### src/rtl/pc_ctrl_pkg.sv
// Shared types and defaults for the PC redirect controller.
package pc_ctrl_pkg;

  typedef enum logic [1:0] {
    RUN   = 2'd0,
    WAIT  = 2'd1,
    REDIR = 2'd2,
    FLUSH = 2'd3
  } state_t;

  localparam int unsigned TIMEOUT_DEFAULT = 15;
  localparam int unsigned PC_W            = 16;

endpackage

### src/rtl/pc_redirect_ctrl_if.sv
// Pipeline-facing signals of the PC redirect controller.
interface pc_redirect_ctrl_if;

  logic        ctrl_dec;
  logic        resolve_valid;
  logic        PC_src;
  logic        update_done;
  logic [15:0] PC_update;
  // Lets the redirect counter be seeded, e.g. to exercise the wrap point.
  logic        cnt_preload;
  logic [15:0] cnt_preload_val;

  logic        halt_fetch;
  logic        flush_ifid;
  logic        flush_idex;
  logic        pc_load;
  logic [15:0] pc_load_val;
  logic        busy;
  logic        timeout_err;
  logic [15:0] redirect_cnt;

  modport master (
    output ctrl_dec, resolve_valid, PC_src, update_done, PC_update,
           cnt_preload, cnt_preload_val,
    input  halt_fetch, flush_ifid, flush_idex, pc_load, pc_load_val,
           busy, timeout_err, redirect_cnt
  );

  modport slave (
    input  ctrl_dec, resolve_valid, PC_src, update_done, PC_update,
           cnt_preload, cnt_preload_val,
    output halt_fetch, flush_ifid, flush_idex, pc_load, pc_load_val,
           busy, timeout_err, redirect_cnt
  );

endinterface

### src/rtl/resolve_timer.sv
// Counts cycles spent waiting for a control-flow resolution and flags expiry.
module resolve_timer
  import pc_ctrl_pkg::*;
#(
  parameter int unsigned TIMEOUT = TIMEOUT_DEFAULT
) (
  input  logic clk,
  input  logic rst,
  input  logic clear,
  input  logic enable,
  output logic expired
);

  localparam logic [3:0] LAST = 4'(TIMEOUT - 1);

  logic [3:0] cnt_q;

  always_ff @(posedge clk or posedge rst) begin
    if (rst) begin
      cnt_q <= 4'd0;
    end else if (clear) begin
      cnt_q <= 4'd0;
    end else if (enable) begin
      cnt_q <= cnt_q + 4'd1;
    end
  end

  assign expired = enable && (cnt_q == LAST);

endmodule

### src/rtl/pc_redirect_ctrl.sv
// Fetch-redirect sequencer: stalls fetch on a decoded control instruction,
// waits for its resolution, then loads the new PC and flushes the front end.
//
//   state | meaning
//   RUN   | normal fetch; a decoded branch/call/ret starts a wait
//   WAIT  | fetch halted until resolve_valid or the timer expires
//   REDIR | load PC with the latched target, squash IF/ID
//   FLUSH | squash ID/EX, count the completed redirect
module pc_redirect_ctrl
  import pc_ctrl_pkg::*;
#(
  parameter int unsigned TIMEOUT = TIMEOUT_DEFAULT
) (
  input  logic                clk,
  input  logic                rst,
  pc_redirect_ctrl_if.slave   bus
);

  state_t      state_q;
  state_t      state_d;
  logic [15:0] target_q;
  logic [15:0] cnt_q;
  logic        err_q;
  logic        latch_tgt;
  logic        set_err;
  logic        timer_clr;
  logic        timer_en;
  logic        timer_exp;

  assign timer_clr = (state_q == RUN) && bus.ctrl_dec;
  assign timer_en  = (state_q == WAIT);

  resolve_timer #(.TIMEOUT(TIMEOUT)) u_timer (
    .clk     (clk),
    .rst     (rst),
    .clear   (timer_clr),
    .enable  (timer_en),
    .expired (timer_exp)
  );

  always_ff @(posedge clk or posedge rst) begin
    if (rst) begin
      state_q <= RUN;
    end else begin
      state_q <= state_d;
    end
  end

  // A resolution arriving in the expiry cycle takes priority over the timeout.
  always_comb begin
    state_d   = state_q;
    latch_tgt = 1'b0;
    set_err   = 1'b0;
    case (state_q)
      RUN: begin
        if (bus.ctrl_dec) state_d = WAIT;
      end
      WAIT: begin
        if (bus.resolve_valid) begin
          if (bus.PC_src && bus.update_done) begin
            latch_tgt = 1'b1;
            state_d   = REDIR;
          end else begin
            state_d = RUN;
          end
        end else if (timer_exp) begin
          set_err = 1'b1;
          state_d = RUN;
        end
      end
      REDIR:   state_d = FLUSH;
      FLUSH:   state_d = RUN;
      default: state_d = RUN;
    endcase
  end

  always_ff @(posedge clk or posedge rst) begin
    if (rst) begin
      target_q <= 16'h0000;
      cnt_q    <= 16'h0000;
      err_q    <= 1'b0;
    end else begin
      if (latch_tgt) target_q <= bus.PC_update;
      if (set_err)   err_q    <= 1'b1;
      if (bus.cnt_preload) begin
        cnt_q <= bus.cnt_preload_val;
      end else if (state_q == FLUSH) begin
        cnt_q <= cnt_q + 16'd1;
      end
    end
  end

  // Pulses decode straight from state so reset clears them without waiting for a clock.
  assign bus.halt_fetch   = (state_q != RUN) || bus.ctrl_dec;
  assign bus.busy         = (state_q != RUN);
  assign bus.pc_load      = (state_q == REDIR);
  assign bus.flush_ifid   = (state_q == REDIR);
  assign bus.flush_idex   = (state_q == FLUSH);
  assign bus.pc_load_val  = target_q;
  assign bus.timeout_err  = err_q;
  assign bus.redirect_cnt = cnt_q;

endmodule

### src/flat_wrapper.sv
// flat-port wrapper written by rule: the top's interface ports become plain ports
module pc_redirect_ctrl_flat import pc_ctrl_pkg::*;
#(
  parameter int unsigned TIMEOUT = TIMEOUT_DEFAULT
)
  (clk, rst, bus_ctrl_dec, bus_resolve_valid, bus_PC_src, bus_update_done, bus_PC_update, bus_cnt_preload, bus_cnt_preload_val, bus_halt_fetch, bus_flush_ifid, bus_flush_idex, bus_pc_load, bus_pc_load_val, bus_busy, bus_timeout_err, bus_redirect_cnt);
  pc_redirect_ctrl_if bus_i ();
  input  logic clk;
  input  logic rst;
  input wire logic [$bits(bus_i.ctrl_dec)-1:0] bus_ctrl_dec;
  input wire logic [$bits(bus_i.resolve_valid)-1:0] bus_resolve_valid;
  input wire logic [$bits(bus_i.PC_src)-1:0] bus_PC_src;
  input wire logic [$bits(bus_i.update_done)-1:0] bus_update_done;
  input wire logic [$bits(bus_i.PC_update)-1:0] bus_PC_update;
  input wire logic [$bits(bus_i.cnt_preload)-1:0] bus_cnt_preload;
  input wire logic [$bits(bus_i.cnt_preload_val)-1:0] bus_cnt_preload_val;
  output wire logic [$bits(bus_i.halt_fetch)-1:0] bus_halt_fetch;
  output wire logic [$bits(bus_i.flush_ifid)-1:0] bus_flush_ifid;
  output wire logic [$bits(bus_i.flush_idex)-1:0] bus_flush_idex;
  output wire logic [$bits(bus_i.pc_load)-1:0] bus_pc_load;
  output wire logic [$bits(bus_i.pc_load_val)-1:0] bus_pc_load_val;
  output wire logic [$bits(bus_i.busy)-1:0] bus_busy;
  output wire logic [$bits(bus_i.timeout_err)-1:0] bus_timeout_err;
  output wire logic [$bits(bus_i.redirect_cnt)-1:0] bus_redirect_cnt;
  assign bus_i.ctrl_dec = bus_ctrl_dec;
  assign bus_i.resolve_valid = bus_resolve_valid;
  assign bus_i.PC_src = bus_PC_src;
  assign bus_i.update_done = bus_update_done;
  assign bus_i.PC_update = bus_PC_update;
  assign bus_i.cnt_preload = bus_cnt_preload;
  assign bus_i.cnt_preload_val = bus_cnt_preload_val;
  assign bus_halt_fetch = bus_i.halt_fetch;
  assign bus_flush_ifid = bus_i.flush_ifid;
  assign bus_flush_idex = bus_i.flush_idex;
  assign bus_pc_load = bus_i.pc_load;
  assign bus_pc_load_val = bus_i.pc_load_val;
  assign bus_busy = bus_i.busy;
  assign bus_timeout_err = bus_i.timeout_err;
  assign bus_redirect_cnt = bus_i.redirect_cnt;
  pc_redirect_ctrl #(.TIMEOUT(TIMEOUT)) u_core (.clk(clk), .rst(rst), .bus(bus_i));
endmodule
### config.mk
export PLATFORM = sky130hd
export DESIGN_NAME = pc_redirect_ctrl_flat
export DESIGN_NICKNAME = d
export VERILOG_FILES = /design/src/rtl/pc_ctrl_pkg.sv /design/src/rtl/pc_redirect_ctrl_if.sv /design/src/rtl/resolve_timer.sv /design/src/rtl/pc_redirect_ctrl.sv /design/src/flat_wrapper.sv
export SDC_FILE = /design/constraint.sdc
export NUM_CORES = 1
export LEC_CHECK = 0
export ABC_CLOCK_PERIOD_IN_PS = 4500
export BUFFER_PORTS_ARGS = -buffer_cell sky130_fd_sc_hd__buf_2
export CORE_UTILIZATION = 23
export DETAILED_ROUTE_END_ITERATION = 10
export PLACE_DENSITY = 0.42
export SLEW_MARGIN = 20
export SYNTH_ARGS = -nofsm -noshare
export SYNTH_HDL_FRONTEND = slang
export SYNTH_SLANG_ARGS = --single-unit
export TNS_END_PERCENT = 30
### constraint.sdc
create_clock -name clk -period 4.5 [get_ports clk]
set_input_delay 0.9 -clock clk [delete_from_list [all_inputs] [get_ports clk]]
set_output_delay 0.9 -clock clk [all_outputs]
set_load 0.03 [all_outputs]
==> metrics.txt <==
ANT cells=0; slew at the pin closest to its max-slew limit=0.566 ns; Async SR Flop Fraction=1.00; Post-Syn Instances=~180; # DRC=0; Synth Area per Inst=~11 µm²; # resized after CTS=0; vias per inst=between 4 and 5; mapped cell area=a little under 2000 µm²; H-tree depth=2; crit path kind=input port to output pin; CTS clk-pin slew, worst paths=0.08 ns; Die ar.=between 8000 and 9000 µm²; Pwr Density=556 nW/µm²; number of I/O pins=77; gr ovfl total=0; first drt pass iteration count=5; Slew Viols, Final=0; Layout fillers=876; Setup Fix Bufs, Post-CTS=0; final core occ=0.310; maximum VDD drop=0.295 mV; Syn-to-layout area delta=30.2%; Clock Sinks=39; initial drt markers=28; simple-gate share of the synthesized area=0.197; RSZ-0062 raised after global routing=no; fin crit share=0.557; Clock Path Buffers=2; DP HPWL=around 3.3 mm; clk_skew=0.00687 ns; layout cells sized above 1=0.444; total CTS buffers=5; dpl cell area=~2400 µm²; status=finished, final reports clean; Post-synth top flop=dfrtp_1; EDFF count, synth=0; Hold Violations, Final=0; via count=1,579; Seq/Total Area, Yosys=0.499; commonest cells after routing, fill and taps aside=buf_2, dfrtp_1, nand2_1; design area=2540 µm²; Synth Area in Adders=0.0192; num rows=33; gp weighted congestion=between 0.6 and 0.7; XOR/XNOR Fraction of Synth Area=0.0448; largest net degree at the start of global routing=40; r2r setup slk=roughly 2.8 ns; Clk Latency, worst-skew pair=between 0.2 and 0.3 ns; Worst slew margin=0.622; Clock Tree Root=clkbuf_8; Min Hold Slack=around 0.47 ns; Post-Route WL=about 4.6 mm; Vert. Die Dim=94.2 µm; DRT antenna net count=0; final setup TNS=0 ns; critical path endpoint category=output pin; area of the multi-input gates=~910 µm²; cts hold-fix bufs=0; DR WL/cell=between 10 and 15 µm; initial antenna violation count=0; Layout Nets=about 290; FF/Latch Area=976 µm²; vias in the first global route=about 1,500; crit-path max FO=2; Seq cells post-synth=39; syn nets=around 220; Syn. warnings=0; worst hold path type=flop to flop; Initial Utilization=0.238; final setup vio count=0; Die W=approximately 94 µm; Worst Path Arrival=1.61 ns; P_leak=1.18 nW; post-route minimum period=2.51 ns; complex-gate fraction of the synthesized area=0.0896; max frequency=between 300 and 400 MHz; main combinational cell family by area after synthesis=simple AND/OR/NAND/NOR gates; CTS tree=done; most common cell after layout, fill and taps aside=buf_2; Total Routing Usage GR=0.107; core area=8220 µm²; max cap viols=0; mux cell area share after synthesis=0.113; Power Total=roughly 1.4 mW; critical path data required time=3.60 ns; PortBufs=between 70 and 80; Yosys cell types=44; first-pass GRT wire length=7.35 mm; startpoint type of the worst setup path=input port
-- registers in the layout, summed over array words and instances (netlist names), named ones only --
signal,cells
u_core.state_q,1
u_core.bus.redirect_cnt,16
u_core.u_timer.cnt_q,4
u_core.bus.timeout_err,1
u_core.bus.pc_load_val,16
-- worst max-delay path, cell delays in order --
cell and delay (ns):
buf_2 0.10, or3_2 0.41, buf_2 0.19
-- where the power goes --
group / switching, mW / total [mW] / internal [mW]
clock network: 0.133 / 0.316 / 0.183
registers: 0.101 / 0.562 / 0.460
logic: 0.340 / 0.536 / 0.196
-- layer usage --
metal  vias up  routed length, µm  track usage
met4         0                 25       0.0192
met1       749               2190        0.144
met3         2                351       0.0372
met2        52               2030        0.166
met5         -                  0            0
li1        776                  -            -
-- cells in the mapped netlist (all sizes together) (3+ instances only) --
master | count | area [µm²]
nor2 | 4 | 15.0
o21ai | 16 | 80.1
nand2b | 3 | 26.3
ha | 3 | 37.5
inv | 6 | 22.5
nor3 | 4 | 20.0
nand2 | 22 | 82.6
nand3 | 6 | 30.0
xnor2 | 4 | 35.0
mux2i | 4 | 40.0
dfrtp | 39 | 976
buf | 7 | 42.5
mux2 | 16 | 180
xor2 | 6 | 52.6
nand4 | 8 | 86.3
nor4 | 6 | 58.8
-- layout make-up --
class	instances	area share
Clock buffer	6	0.0324
Clock inverter	2	0.0152
Inverter	6	0.00885
Multi-Input combinational cell	122	0.356
Sequential cell	39	0.383
Tap cell	105	0.0516
Timing Repair Buffer	77	0.152
-- path summary, 6_finish.rpt --
check / startpoint / cells past startpoint / to
max in group asynchronous: rst / 3 / u_core.bus.redirect_cnt[9]
worst min-delay path: u_core.bus.timeout_err / 1 / u_core.bus.timeout_err
min in group asynchronous: rst / 3 / u_core.bus.pc_load_val[5]
worst min register to register: u_core.bus.timeout_err / 1 / u_core.bus.timeout_err
worst max register to register: u_core.state_q[0] / 4 / u_core.bus.redirect_cnt[13]
worst max-delay path: bus_ctrl_dec / 3 / bus_halt_fetch
-- stage by stage --
step,setup WS (ns),cells
after floorplan,2.18,176
after global placement,2.00,349
after detailed placement,2.00,349
after CTS,1.99,357
after global routing,1.95,357
final,1.99,357
-- cells by family after synthesis --
group	after synthesis
xor+xnor	10
mux	20
simple gates	62
flops	39
buf+inv	15
fa+ha+maj	3
compound gates	27
Power figures use the tool's default switching activity.
